[src/rtl/fb_port_arbiter.sv]
// Framebuffer port arbiter: shares one single-port RAM between display scan-out
// reads and NREQ pixel clients (watchdog > display > round-robin).
module fb_port_arbiter #(
  parameter int NREQ     = 3,
  parameter int AW       = 19,
  parameter int DW       = 24,
  parameter int FB_DEPTH = 76800,
  parameter int RD_LAT   = 1,
  parameter int MAX_WAIT = 15
) (
  input  logic               Clk,
  input  logic               Reset_n,
  input  logic               frame_start,
  input  logic               disp_req,
  input  logic [AW-1:0]      disp_addr,
  output logic               disp_rvalid,
  output logic [DW-1:0]      disp_rdata,
  input  logic [NREQ-1:0]    req_valid,
  input  logic [NREQ-1:0]    req_we,
  input  logic [NREQ*AW-1:0] req_addr,
  input  logic [NREQ*DW-1:0] req_wdata,
  output logic [NREQ-1:0]    req_ready,
  output logic               rd_valid,
  output logic [1:0]         rd_id,
  output logic [DW-1:0]      rd_data,
  output logic [AW-1:0]      fb_addr,
  output logic               fb_we,
  output logic [DW-1:0]      fb_wdata,
  input  logic [DW-1:0]      fb_rdata,
  output logic               disp_miss,
  output logic               err_oob
);

  localparam int IW = 2;
  localparam int WW = $clog2(MAX_WAIT + 1);
  localparam logic [WW-1:0] WAIT_MAX = WW'(MAX_WAIT);
  localparam logic [AW-1:0] DEPTH_A  = AW'(FB_DEPTH);

  typedef struct packed {
    logic          v;
    logic          disp;
    logic [IW-1:0] id;
  } tag_t;

  logic [AW-1:0] cl_addr   [NREQ];
  logic [DW-1:0] cl_wdata  [NREQ];
  logic [WW-1:0] wait_reg  [NREQ];
  logic [WW-1:0] wait_next [NREQ];

  logic [IW-1:0] rr_ptr_reg, rr_ptr_next;
  logic          wd_hit, rr_hit;
  logic [IW-1:0] wd_idx, rr_idx;
  int            cand;

  logic          gnt_disp, gnt_cl;
  logic [IW-1:0] gnt_idx;
  logic          sel_we, sel_oob;
  logic [AW-1:0] sel_addr;

  logic [AW-1:0] fb_addr_reg;
  logic          fb_we_reg;
  logic [DW-1:0] fb_wdata_reg;
  logic          disp_miss_reg, disp_miss_next;
  logic          err_oob_reg, err_oob_next;

  tag_t          pipe_reg [RD_LAT+1];
  tag_t          pipe_in, pipe_out;

  genvar gi;
  generate
    for (gi = 0; gi < NREQ; gi++) begin : g_client
      assign cl_addr[gi]   = req_addr[gi*AW +: AW];
      assign cl_wdata[gi]  = req_wdata[gi*DW +: DW];
      assign req_ready[gi] = gnt_cl && (gnt_idx == IW'(gi));
      // Counter only runs while the client is actually waiting; saturates at the threshold.
      assign wait_next[gi] = (req_valid[gi] && !req_ready[gi])
                             ? ((wait_reg[gi] == WAIT_MAX) ? WAIT_MAX : wait_reg[gi] + WW'(1))
                             : '0;
    end
  endgenerate

  always_ff @(posedge Clk or negedge Reset_n) begin
    if (!Reset_n) begin
      for (int i = 0; i < NREQ; i++) wait_reg[i] <= '0;
    end else begin
      for (int i = 0; i < NREQ; i++) wait_reg[i] <= wait_next[i];
    end
  end

  // Candidate search: watchdog scans downward so the lowest index wins ties.
  always_comb begin
    wd_hit = 1'b0;
    wd_idx = '0;
    for (int i = NREQ - 1; i >= 0; i--) begin
      if (req_valid[i] && wait_reg[i] == WAIT_MAX) begin
        wd_hit = 1'b1;
        wd_idx = IW'(i);
      end
    end
    rr_hit = 1'b0;
    rr_idx = '0;
    cand   = 0;
    for (int k = 1; k <= NREQ; k++) begin
      cand = (int'(rr_ptr_reg) + k) % NREQ;
      if (!rr_hit && req_valid[cand]) begin
        rr_hit = 1'b1;
        rr_idx = IW'(cand);
      end
    end
  end

  always_comb begin
    gnt_disp    = 1'b0;
    gnt_cl      = 1'b0;
    gnt_idx     = '0;
    rr_ptr_next = rr_ptr_reg;
    if (wd_hit) begin
      gnt_cl  = 1'b1;
      gnt_idx = wd_idx;
    end else if (disp_req) begin
      gnt_disp = 1'b1;
    end else if (rr_hit) begin
      gnt_cl      = 1'b1;
      gnt_idx     = rr_idx;
      rr_ptr_next = rr_idx;
    end
  end

  assign sel_we   = gnt_cl && req_we[gnt_idx];
  assign sel_addr = gnt_disp ? disp_addr : cl_addr[gnt_idx];
  assign sel_oob  = (sel_addr >= DEPTH_A);

  // Set beats the frame_start clear when both land in the same cycle.
  assign disp_miss_next = (wd_hit && disp_req) ? 1'b1 : (frame_start ? 1'b0 : disp_miss_reg);
  assign err_oob_next   = (sel_we && sel_oob)  ? 1'b1 : (frame_start ? 1'b0 : err_oob_reg);

  always_ff @(posedge Clk or negedge Reset_n) begin
    if (!Reset_n) begin
      rr_ptr_reg    <= IW'(NREQ - 1);
      fb_addr_reg   <= '0;
      fb_we_reg     <= 1'b0;
      fb_wdata_reg  <= '0;
      disp_miss_reg <= 1'b0;
      err_oob_reg   <= 1'b0;
    end else begin
      rr_ptr_reg    <= rr_ptr_next;
      fb_we_reg     <= sel_we && !sel_oob;
      if (gnt_cl || gnt_disp) fb_addr_reg <= sel_addr;
      if (sel_we) fb_wdata_reg <= cl_wdata[gnt_idx];
      disp_miss_reg <= disp_miss_next;
      err_oob_reg   <= err_oob_next;
    end
  end

  // Read tags travel alongside the RAM access so the last stage lines up with fb_rdata.
  assign pipe_in = '{v: gnt_disp || (gnt_cl && !req_we[gnt_idx]), disp: gnt_disp, id: gnt_idx};

  always_ff @(posedge Clk or negedge Reset_n) begin
    if (!Reset_n) begin
      for (int s = 0; s <= RD_LAT; s++) pipe_reg[s] <= '0;
    end else begin
      pipe_reg[0] <= pipe_in;
      for (int s = 1; s <= RD_LAT; s++) pipe_reg[s] <= pipe_reg[s-1];
    end
  end

  assign pipe_out    = pipe_reg[RD_LAT];
  assign disp_rvalid = pipe_out.v && pipe_out.disp;
  assign rd_valid    = pipe_out.v && !pipe_out.disp;
  assign disp_rdata  = disp_rvalid ? fb_rdata : '0;
  assign rd_data     = rd_valid ? fb_rdata : '0;
  assign rd_id       = rd_valid ? pipe_out.id : '0;

  assign fb_addr   = fb_addr_reg;
  assign fb_we     = fb_we_reg;
  assign fb_wdata  = fb_wdata_reg;
  assign disp_miss = disp_miss_reg;
  assign err_oob   = err_oob_reg;

endmodule

[config.mk]
export PLATFORM = sky130hd
export DESIGN_NAME = fb_port_arbiter
export DESIGN_NICKNAME = d
export VERILOG_FILES = /design/src/rtl/fb_port_arbiter.sv
export SDC_FILE = /design/constraint.sdc
export NUM_CORES = 1
export LEC_CHECK = 0
export CAP_MARGIN = 10
export CORE_ASPECT_RATIO = 1.5
export CORE_MARGIN = 2
export CORE_UTILIZATION = 30
export DETAILED_ROUTE_END_ITERATION = 10
export PLACE_DENSITY = 0.74
export SETUP_SLACK_MARGIN = 0.5
export SYNTH_ARGS = -nofsm -noshare
export SYNTH_HDL_FRONTEND = slang
export SYNTH_SLANG_ARGS = --single-unit
export TNS_END_PERCENT = 30
[constraint.sdc]
create_clock -name Clk -period 7.9 [get_ports Clk]
set_input_delay 0.79 -clock Clk [delete_from_list [all_inputs] [get_ports Clk]]
set_output_delay 0.79 -clock Clk [all_outputs]
set_load 0.05 [all_outputs]
==> results of run 1 <==
-- cell usage after synthesis, types with 2 or more instances --
cell type / count
o21a_1: 2
a221o_1: 2
o21ai_1: 5
nand4_2: 2
a2111oi_4: 2
o2bb2ai_1: 2
nand2_1: 40
dfrtp_1: 67
o21ai_0: 23
a31oi_1: 6
and2_1: 30
a211oi_1: 13
clkbuf_1: 25
nor3b_1: 2
nor3_1: 6
nor2_1: 58
buf_4: 2
nor2b_1: 2
buf_2: 5
mux2_2: 2
a211oi_2: 2
mux2i_1: 15
a31o_2: 2
a22o_1: 2
ha_1: 5
a222oi_1: 26
a21oi_1: 54
nand3_1: 12
and3_1: 26
inv_1: 13
-- power by group --
| part | internal (mW) | switching [mW] | leakage, nW |
|---|---|---|---|
| Clock | 0.249 | 0.162 | 0.147 |
| Combinational | 0.432 | 0.779 | 2.11 |
| Sequential | 0.458 | 0.0715 | 0.815 |
| Total | 1.14 | 1.01 | 3.07 |
-- worst register-to-register path: stages (launching register included) --
cell and delay [ps]:
dfstp_2 540, ha_1 300, nor2_1 150, o31ai_2 100, a2111oi_4 580, a21oi_2 90, buf_4 250, inv_1 790
a222oi_1 400, nor2_4 840, nor2_1 130, a21oi_1 150
-- path summary, 6_finish.rpt --
kind | slack (ps) | startpoint | end | depth (start not counted)
setup / recovery | 3330 | req_valid[1] | fb_wdata[12] | 10
hold / removal | 350 | pipe_reg[4] | pipe_out[0] | 0
setup reg to reg | 3500 | rr_ptr_reg[1] | fb_wdata[12] | 11
hold reg to reg | 350 | pipe_reg[4] | pipe_out[0] | 0
max in group asynchronous | 6770 | Reset_n | fb_addr[0] | 1
min in group asynchronous | 570 | Reset_n | fb_wdata[19] | 1
-- per-stage QoR --
step	power (mW)	hold slack (ps)	area, um2	worst slack (ps)
floorplan	1.29	331	4110	4610
global placement	1.72	331	7030	3230
detailed placement	1.75	336	7030	3040
CTS	2.17	349	7340	3370
global route	2.26	356	7350	2940
finish	2.15	346	7350	3330
-- routing by layer --
metal | GRT usage, % | routed length, um
met2 | 42.5 | 9180
met3 | 7.52 | 1630
met1 | 24.2 | 5790
met5 | 0 | 27
met4 | 8.29 | 524
-- kinds of logic (layout without fill, tap and decap cells) --
group	count (synthesis)	in the layout	synth area share, %
and+or+nand+nor	185	185	22.3
AOI/OAI and AO/OA	149	149	25.9
DFF	68	68	41.4
buffers and inverters	47	315	4.63
muxes	17	17	4.20
adders and majority gates	5	5	1.52
other	0	1	0
-- area by class of cell --
class	instances	area, um2
antenna	1	2.50
inverter	14	52.6
sequential	68	1700
fill	1240	6120
multi-input combinational	356	2240
clock inverter	7	81.3
tap	162	203
clock buffer	9	225
timing repair buffer	285	2840
==> PnR_summary.wiki, run 1 <==
{| class="wikitable"
! Metric !! Value
|-
| Sink Count || 68
|-
| Classification of the worst-slack hold path || flop to flop
|-
| Transition time at the pin with the least slew margin || 1130 ps
|-
| Top library cells by usage in the layout, fill and taps aside || 281 x clkdlybuf4s50_1, 67 x dfrtp_1, 56 x nor2_1, 53 x a21oi_1, 40 x nand2_1
|-
| Post-synthesis cell type count || 48
|-
| Core Region || 13500 um2
|-
| Die outline height || 147 um
|-
| Largest stage delay on the critical path || 840 ps
|-
| Maximum number of pins on one net before global-route repair || 69
|-
| Endpoint arrival time on the critical path || 4820 ps
|-
| Clock latency on the worst-skew pair || 340 ps
|-
| Post-route non-filler standard cell count || 902
|-
| Area contributors post-synth || dfrtp_1 41%, a21oi_1 6.6%, a222oi_1 6.3%
|-
| Share of the core filled with cells in the final layout || 54.5%
|-
| Overall die width || 99.6 um
|-
| Syn Inst Count || 471
|-
| Weighted congestion at the end of routability-driven global placement || 0.854
|-
| Ports placed on the boundary || 283
|-
| Number of enable flip-flop cells after synthesis || 0
|-
| Post-Syn Nets || 658
|-
| Vias || 4832
|-
| Top cell type by total area after synthesis || dfrtp_1
|-
| CP startpoint kind || input port
|-
| Final period utilization || 57.8%
|-
| Post-detailed-placement half-perimeter wirelength || 13700 um
|-
| Synth Cell Area || 4110 um2
|-
| First-pass GRT wire length || 26100 um
|-
| Mapped Avg Cell Area || 8.72 um2
|-
| Max_slew headroom || 24.4%
|-
| Highest net fanout along the worst path || 50
|-
| FF+latch count, synth || 68
|-
| Std-Cell Rows || 52
|-
| FMAX || 0.219 GHz
|-
| Total Nets Final || 921
|-
| Ys Warns || 0
|-
| Fraction of final layout cells sized beyond drive strength 1 || 5.82%
|-
| Starting utilization of the core area || 30.5%
|-
| Worst Path Class, Setup || input port to flop
|-
| Number of input and output port buffers inserted || 282
|-
| Family of cells with the greatest summed delay on the critical path || buffers and inverters
|-
| DR DRC count || 0
|-
| Clock slew at the register clock pins of the worst setup and hold paths || 60 ps
|-
| CTS buffer count || 9
|-
| Top-area cell type share of the netlist area || 40.8%
|-
| Maximum clock insertion buffer count || 2
|-
| Total of cells resized after clock tree synthesis || 0
|-
| Number of slew-limit violations in the final report || 0
|-
| Worst path required time || 8150 ps
|-
| Count of final hold-check violations || 0
|-
| Antenna violations before repair || 3
|-
| Overall routing resource usage || 23.1%
|-
| Sequence of cells on the critical path || clkdlybuf4s50_1, o31ai_2, a2111oi_4, a21oi_2, buf_4, inv_1, a222oi_1, nor2_4, nor2_1, a21oi_1
|-
| Portion of the post-synthesis area used by sequential elements || 41.4%
|-
| Minimum clock period after layout || 4570 ps
|-
| Detailed Route WL || 17200 um
|-
| Detail Route Antenna Nets || 0
|-
| CTS Root Buffer Type || clkbuf_16
|-
| Area of the die || 14700 um2
|-
| Initial DRC Count || 287
|-
| Layout Skew || 6.73 ps
|-
| Kind of end point of the critical path || flop
|-
| Accumulated negative setup slack || 0 ps
|-
| Unrepaired setup endpoints after global routing || false
|-
| Worst path slowest cell || nor2_4
|-
| P&R area growth vs syn || 78.8%
|-
| Vias in the first global route || 4803
|-
| Outcome || finished, final reports clean
|-
| Drt pass-1 iters || 7
|-
| H-tree depth reported by CTS || 3
|-
| Post-synthesis async set-or-reset flop share || 100%
|-
| Areal power density over the cells || 293 nW/um2
|-
| Max-cap violations || 0
|-
| Leading register cell type out of synthesis || dfrtp_1
|-
| Largest voltage drop on the vdd net || 0.130 mV
|-
| Count of hold-fix buffers inserted at cts || 0
|-
| Worst Path Buf+Inv || 3
|-
| Count of final setup violators || 0
|-
| Setup Fix Bufs, Post-CTS || 0
|-
| Flip-flop count of the largest register after layout || 24
|-
| Pleak || 3.07 nW
|-
| CTS tree || yes
|-
| Placed Instances || 885
|-
| Routed length per placed instance || 19.0 um
|-
| Via density per instance || 5.36
|-
| Most common library cell in the layout ignoring fill and taps || clkdlybuf4s50_1
|-
| Remaining Overflow, GRT || 0
|}
(Power assumes the default switching activity.)
==> run 2: changes to the inputs <==
--- a/config.mk
+++ b/config.mk
@@ -10,7 +10,7 @@
 export CORE_MARGIN = 2
 export CORE_UTILIZATION = 30
 export DETAILED_ROUTE_END_ITERATION = 10
-export PLACE_DENSITY = 0.74
+export PLACE_DENSITY = 0.77
 export SETUP_SLACK_MARGIN = 0.5
 export SYNTH_ARGS = -nofsm -noshare
 export SYNTH_HDL_FRONTEND = slang
==> constraint.sdc (replaced) <==
create_clock -name Clk -period 3.7 [get_ports Clk]
set_input_delay 0.37 -clock Clk [delete_from_list [all_inputs] [get_ports Clk]]
set_output_delay 0.37 -clock Clk [all_outputs]
set_load 0.05 [all_outputs]
==> run 2 against run 1 <==
  * Clock-buffer cell count up 5
  * Largest power group unchanged
  * Non-clock buffer count is 17 higher
  * Via count is 2.0% higher
  * Critical path depth grew 2
  * Die area unchanged
  * Core utilization increased by 1.2 points
  * Clock power rose by 91%
  * Final cell count grew 1.9%
  * Sequential power is 110% higher
  * Routed wire length fell by 0.97%
==> PnR_summary.wiki, run 2 (synthesis results as in run 1) <==
{| class="wikitable"
! Metric !! Value
|-
| Count of final hold-check violations || 0 (unchanged)
|-
| Comb pwr share || 58.3% (+2.0 points)
|-
| Initial DRC Count || 282 (-1.7%)
|-
| Largest stage delay on the critical path || 560 ps (-280 ps)
|-
| CTS buffer count || 9 (unchanged)
|-
| Via density per instance || 5.36 (+0.12%)
|-
| Clock slew at the register clock pins of the worst setup and hold paths || 60 ps (about the same)
|-
| DR DRC count || 0 (unchanged)
|-
| Drt pass-1 iters || 10 (+3)
|-
| Overall routing resource usage || 22.4% (-0.78 points)
|-
| First-pass GRT wire length || 25700 um (-1.6%)
|-
| Detail Route Antenna Nets || 0 (unchanged)
|-
| Endpoint arrival time on the critical path || 3310 ps (-1510 ps)
|-
| Worst path slowest cell || dfstp_2
|-
| Worst hold slack || 157 ps (-189 ps)
|-
| Areal power density over the cells || 612 nW/um2 (+110%)
|-
| Max-cap violations || 0 (unchanged)
|-
| Overall die width || 99.6 um (unchanged)
|-
| Total Nets Final || 938 (+1.8%)
|-
| Std-Cell Rows || 52 (unchanged)
|-
| Max_slew headroom || 41.8% (+17 points)
|-
| Antenna violations before repair || 1 (-2)
|-
| Most common library cell in the layout ignoring fill and taps || clkdlybuf4s50_1
|-
| Worst path most repeated cell || a2111oi_4
|-
| Clk pwr share || 17.1% (-2.0 points)
|-
| Net Sw Power || 2.13 mW (+110%)
|-
| Detailed Route WL || 17000 um (-0.97%)
|-
| Proportion of total power due to net switching || 46.3% (-0.80 points)
|-
| Area of the die || 14700 um2 (unchanged)
|-
| Maximum number of pins on one net before global-route repair || 69 (unchanged)
|-
| Top library cells by usage in the layout, fill and taps aside || 278 x clkdlybuf4s50_1, 67 x dfrtp_1, 55 x nor2_1, 53 x a21oi_1, 40 x nand2_1
|-
| H-tree depth reported by CTS || 3 (unchanged)
|-
| Ports placed on the boundary || 283 (unchanged)
|-
| Internal power consumption || 2.47 mW (+120%)
|-
| Starting utilization of the core area || 30.5% (unchanged)
|-
| Post-route non-filler standard cell count || 919 (+1.9%)
|-
| Die outline height || 147 um (unchanged)
|-
| Worst Path Class, Setup || flop to flop
|-
| Flip-flop count of the largest register after layout || 24 (unchanged)
|-
| Placed Instances || 892 (+0.79%)
|-
| Post-detailed-placement half-perimeter wirelength || 13400 um (-2.3%)
|-
| Cell count of the worst reg-to-reg path || 12 (+1)
|-
| Weighted congestion at the end of routability-driven global placement || 1.01 (+18%)
|-
| Unrepaired setup endpoints after global routing || false
|-
| CP startpoint kind || flop
|-
| P&R area growth vs syn || 82.8%
|-
| Vias in the first global route || 4916 (+2.4%)
|-
| Final period utilization || 82.5%
|-
| Worst Path Buf+Inv || 2 (-1)
|-
| Transition time at the pin with the least slew margin || 872 ps (-260 ps)
|-
| Remaining Overflow, GRT || 0 (unchanged)
|-
| Classification of the worst-slack hold path || input port to asynchronous set/reset pin
|-
| Number of slew-limit violations in the final report || 0 (unchanged)
|-
| Kind of end point of the critical path || flop
|-
| Highest net fanout along the worst path || 7 (-86%)
|-
| CTS tree || yes
|-
| Outcome || finished, final reports clean
|-
| Worst path depth || 12 (+2)
|-
| Family of cells with the greatest summed delay on the critical path || compound AO/OA/AOI/OAI gates
|-
| FMAX || 0.328 GHz
|-
| Fraction of final layout cells sized beyond drive strength 1 || 8.33% (+2.5 points)
|-
| Largest voltage drop on the vdd net || 0.413 mV (+220%)
|-
| Worst path required time || 3950 ps (-4200 ps)
|-
| Clock latency on the worst-skew pair || 320 ps (-20 ps)
|-
| Layout Skew || 5.00 ps (-1.73 ps)
|-
| Sequential Power Share || 24.7% (about the same)
|-
| Vias || 4929 (+2.0%)
|-
| Sequence of cells on the critical path || ha_4, nor2_2, o31ai_2, a2111oi_4, a31oi_4, clkinv_4, buf_4, mux2i_2, a21oi_1, o21a_1, a2111oi_4, and2_1
|-
| CTS Root Buffer Type || clkbuf_16
|-
| Core Region || 13500 um2 (unchanged)
|-
| Routed length per placed instance || 18.5 um (-2.8%)
|-
| Count of final setup violators || 0 (unchanged)
|-
| Pleak || 3.17 nW (+3.2%)
|-
| Post-layout worst setup margin || 648 ps (-2690 ps)
|-
| Sink Count || 68 (unchanged)
|-
| Post-Place Worst Slack || 253 ps (-2790 ps)
|-
| Number of input and output port buffers inserted || 282 (unchanged)
|-
| Maximum clock insertion buffer count || 2 (unchanged)
|-
| Accumulated negative setup slack || 0 ps (unchanged)
|-
| Minimum clock period after layout || 3050 ps
|}
-- run 2: cell types whose count changed in the layout (fill, tap and decap cells not counted), sizes merged --
cell           previous run  this run
dlygate4sd2               0         2
inv                      18        13
clkinv                    1         3
clkinvlp                  1         0
buf                       4        22
clkbuf                    9        14
clkdlybuf4s50           281       278
bufinv                    1         0
-- run 2: metal layers --
metal	global-route usage [%]	vias up	wire length [um]
met3	5.57	49	1420
met5	0	-	0
met2	41.4	292	9040
met1	24.0	2286	5910
met4	8.56	0	621
li1	-	2302	-
-- run 2: area by class of cell --
| class | count | area, um2 |
|---|---|---|
| Timing Repair Buffer | 302 | 2980 |
| Antenna cell | 1 | 2.50 |
| Multi-Input combinational cell | 356 | 2290 |
| Inverter | 14 | 57.6 |
| Clock buffer | 14 | 264 |
| Fill cell | 1209 | 5960 |
| Clock inverter | 2 | 10.0 |
| Sequential cell | 68 | 1700 |
| Tap cell | 162 | 203 |
-- run 2: worst paths after layout --
kind | to | slack, ps | start
min in group Clk | pipe_out[0] | 350 | pipe_reg[4]
max | fb_we | 650 | rr_ptr_reg[1]
max in group asynchronous | wait_reg[11] | 2950 | Reset_n
min | fb_wdata[19] | 160 | Reset_n
min reg2reg | pipe_out[0] | 350 | pipe_reg[4]
max reg2reg | fb_we | 650 | rr_ptr_reg[1]
-- run 2: what timing repair did --
item	4_1_cts	5_1_grt
endpoints found under the setup margin	37	34
gates resized for setup	7	9
hold buffers	0	0
setup buffers	2	8
pin swaps	3	7
-- run 2: stage by stage --
step	cell area, um2	utilization, %	total power, mW
2_1_floorplan	4110	-	2.75
3_3_place_gp	7100	52.7	3.68
3_5_place_dp	7100	52.7	3.74
4_1_cts	7410	55.0	4.57
5_1_grt	7510	55.8	4.85
6_report	7510	55.8	4.60
-- run 2: power groups by stage --
stage | clock network [mW] | registers, mW | logic, mW
2_1_floorplan | 0 | 1.76 | 0.988
3_3_place_gp | 0 | 1.13 | 2.55
3_5_place_dp | 0 | 1.14 | 2.59
4_1_cts | 0.809 | 1.13 | 2.63
5_1_grt | 0.847 | 1.16 | 2.84
6_report | 0.785 | 1.13 | 2.68
==> run 3: changes to the inputs <==
==> constraint.sdc (replaced) <==
create_clock -name Clk -period 2.5 [get_ports Clk]
set_input_delay 0.25 -clock Clk [delete_from_list [all_inputs] [get_ports Clk]]
set_output_delay 0.25 -clock Clk [all_outputs]
set_load 0.05 [all_outputs]
==> run 3 against run 2 <==
  * The run now ends with negative setup slack left
  * Clock skew barely moved
  * Combinational power rose by 89%
  * Via count rose by 7.9%
  * Flip-flop and latch count did not move
  * Die area did not move
  * Sequential power rose by 50%
  * Non-clock buffer count rose by 70
  * Clock-buffer cell count fell by 3
  * Final cell count rose by 7.5%
  * Maximum frequency rose by 2.0%
==> PnR_summary.wiki, run 3 (synthesis results as in run 1) <==
{| class="wikitable"
! Metric !! Value
|-
| Die outline height || 147 um (unchanged)
|-
| Area of the die || 14700 um2 (unchanged)
|-
| Comb pwr share || 62.8% (+4.5 points)
|-
| Antenna violations before repair || 0 (-1)
|-
| Count of final hold-check violations || 0 (unchanged)
|-
| Post-layout worst setup margin || -492 ps (-1140 ps)
|-
| Placed Instances || 938 (+5.2%)
|-
| Most Crowded Layer GR || met2
|-
| Overall routing resource usage || 26.0% (+3.6 points)
|-
| Weighted congestion at the end of routability-driven global placement || 0.910 (-9.8%)
|-
| CTS Root Buffer Type || clkbuf_16
|-
| Starting utilization of the core area || 30.5% (unchanged)
|-
| Cell count of the worst reg-to-reg path || 15 (+3)
|-
| Post-Place Worst Slack || -670 ps (-923 ps)
|-
| Clock latency on the worst-skew pair || 340 ps (+20 ps)
|-
| Maximum clock insertion buffer count || 2 (unchanged)
|-
| Sink Count || 68 (unchanged)
|-
| Fraction of met3 tracks used by global routing || 3.76% (-1.8 points)
|-
| Areal power density over the cells || 910 nW/um2 (+49%)
|-
| FMAX || 0.334 GHz (+2.0%)
|-
| First-pass GRT wire length || 29700 um (+16%)
|-
| Ports placed on the boundary || 283 (unchanged)
|-
| Clk pwr share || 16.3% (-0.8 points)
|-
| Worst Path Class, Setup || flop to flop
|-
| Pleak || 3.88 nW (+22%)
|-
| Diode count || 0 (-1)
|-
| Most common library cell in the layout ignoring fill and taps || clkdlybuf4s50_1
|-
| Total Nets Final || 1008 (+7.5%)
|-
| P&R area growth vs syn || 116%
|-
| Max-cap violations || 0 (unchanged)
|-
| H-tree depth reported by CTS || 3 (unchanged)
|-
| Number of slew-limit violations in the final report || 0 (unchanged)
|-
| Via density per instance || 5.38 (+0.32%)
|-
| M1 GR Usage || 27.8% (+3.8 points)
|-
| CP startpoint kind || flop
|-
| Largest voltage drop on the vdd net || 0.614 mV (+48%)
|-
| Unrepaired setup endpoints after global routing || true
|-
| Std-Cell Rows || 52 (unchanged)
|-
| Post-route non-filler standard cell count || 988 (+7.5%)
|-
| Internal power consumption || 4.47 mW (+81%)
|-
| Endpoint arrival time on the critical path || 3210 ps (-100 ps)
|-
| Worst path required time || 2720 ps (-1230 ps)
|-
| Top library cells by usage in the layout, fill and taps aside || 226 x clkdlybuf4s50_1, 65 x dfrtp_1, 65 x buf_4, 47 x nor2_1, 40 x buf_12
|-
| Post-detailed-placement half-perimeter wirelength || 14200 um (+5.7%)
|-
| Clock slew at the register clock pins of the worst setup and hold paths || 60 ps (about the same)
|-
| Transition time at the pin with the least slew margin || 895 ps (+22.5 ps)
|-
| Routing usage on met2 || 49.1% (+7.7 points)
|-
| CTS tree || yes
|-
| Classification of the worst-slack hold path || input port to asynchronous set/reset pin
|-
| Highest net fanout along the worst path || 7 (unchanged)
|-
| Design Power || 8.08 mW (+76%)
|-
| Multi-input logic area || 2520 um2 (+9.9%)
|-
| Kind of end point of the critical path || flop
|-
| Layout Skew || 5.17 ps (+0.165 ps)
|-
| Total of fill cells in the finished design || 1056 (-13%)
|-
| Share of the core filled with cells in the final layout || 65.9% (+10 points)
|-
| CTS buffer count || 9 (unchanged)
|-
| Core Region || 13500 um2 (unchanged)
|-
| Remaining Overflow, GRT || 0 (unchanged)
|-
| Detail Route Antenna Nets || 0 (unchanged)
|-
| FF+latch area || 1710 um2 (+0.29%)
|-
| Number of input and output port buffers inserted || 282 (unchanged)
|-
| Max_slew headroom || 40.3% (-1.5 points)
|-
| Fraction of final layout cells sized beyond drive strength 1 || 26.2% (+18 points)
|-
| DR DRC count || 0 (unchanged)
|-
| Minimum clock period after layout || 2990 ps (-59.6 ps)
|-
| Vias in the first global route || 5624 (+14%)
|-
| Drt pass-1 iters || 6 (-4)
|-
| Detailed Route WL || 19400 um (+14%)
|-
| Count of final setup violators || 52 (+52)
|-
| Sequential Power Share || 20.9% (-3.8 points)
|-
| Proportion of total power due to net switching || 44.6% (-1.6 points)
|-
| Overall die width || 99.6 um (unchanged)
|-
| Initial DRC Count || 262 (-7.1%)
|-
| Vias || 5316 (+7.9%)
|-
| Flip-flop count of the largest register after layout || 24 (unchanged)
|-
| Routed length per placed instance || 19.7 um (+6.3%)
|-
| Outcome || complete, but fails checks
|-
| Net Sw Power || 3.60 mW (+70%)
|-
| Violations in the final reports || negative setup slack
|-
| Final period utilization || 120% (+37 points)
|-
| Maximum number of pins on one net before global-route repair || 69 (unchanged)
|}
run 3: cell types whose count changed in the layout (fill, tap and decap cells not counted), sizes merged, moves of 2 or more:
cell | previous run | this run
buf | 22 | 119
clkbuf | 14 | 11
clkinvlp | 0 | 2
clkdlybuf4s50 | 278 | 226
bufbuf | 0 | 2
dlygate4sd2 | 2 | 24
run 3: worst paths after layout:
path,startpoint,endpoint,slack [ps]
max,rr_ptr_reg[1],fb_wdata[11],-490
min,Reset_n,fb_addr[0],10
max reg2reg,rr_ptr_reg[1],fb_wdata[11],-490
min reg2reg,pipe_reg[5],pipe_out[1],350
max in group asynchronous,Reset_n,pipe_out[3],1770
min in group Clk,pipe_reg[5],pipe_out[1],350
run 3: repair_timing:
| item | CTS | global route |
|---|---|---|
| buffers inserted | 28 | 0 |
| cloned | 6 | 0 |
| resized for setup | 109 | 24 |
| setup endpoints to repair | 115 | 91 |
| pin swaps | 26 | 3 |
| hold buffers | 0 | 0 |
run 3: area by class of cell:
| class | count | area share [%] |
|---|---|---|
| clock buffers | 11 | 2.85 |
| clock inverters | 5 | 0.677 |
| inverters | 14 | 0.719 |
| multi-input cells | 356 | 28.4 |
| flip-flops and latches | 68 | 19.2 |
| well taps | 162 | 2.28 |
| repair buffers | 372 | 45.8 |
run 3: power groups by stage:
stage          registers, mW  clock network (mW)  logic (mW)
3_5_place_dp            1.69                   0        4.28
4_1_cts                 1.67                1.34        4.98
3_3_place_gp            1.67                   0        4.20
5_1_grt                 1.73                1.39        5.30
6_report                1.69                1.32        5.07
2_1_floorplan           2.61                   0        1.56
run 3: through the flow:
step	setup TNS (ps)	instance area, um2	hold WS (ps)
finish	-15850	8880	11.2
global route	-21600	8880	107
CTS	-13420	8800	73.5
detailed placement	-21820	7820	336
global placement	-15470	7820	333
floorplan	-2120	4180	-45.6
run 3: routing by layer:
metal / routed length (um) / vias to the layer above
met5: 0 / -
met4: 656 / 0
met3: 1160 / 46
met2: 10700 / 244
met1: 6900 / 2574
li1: - / 2452
run 3: critical path, stage by stage (launching register included):
cell       delay [ps]
dfstp_2           570
ha_4              210
nand2_4            90
a211oi_4          280
a2111oi_4         110
a31oi_4           250
inv_4             100
buf_12            140
a222oi_1          350
buf_4             200
nor2_4             50
buf_6             130
buf_12            130
buf_16            140
nor2_2             70
a21oi_1            40
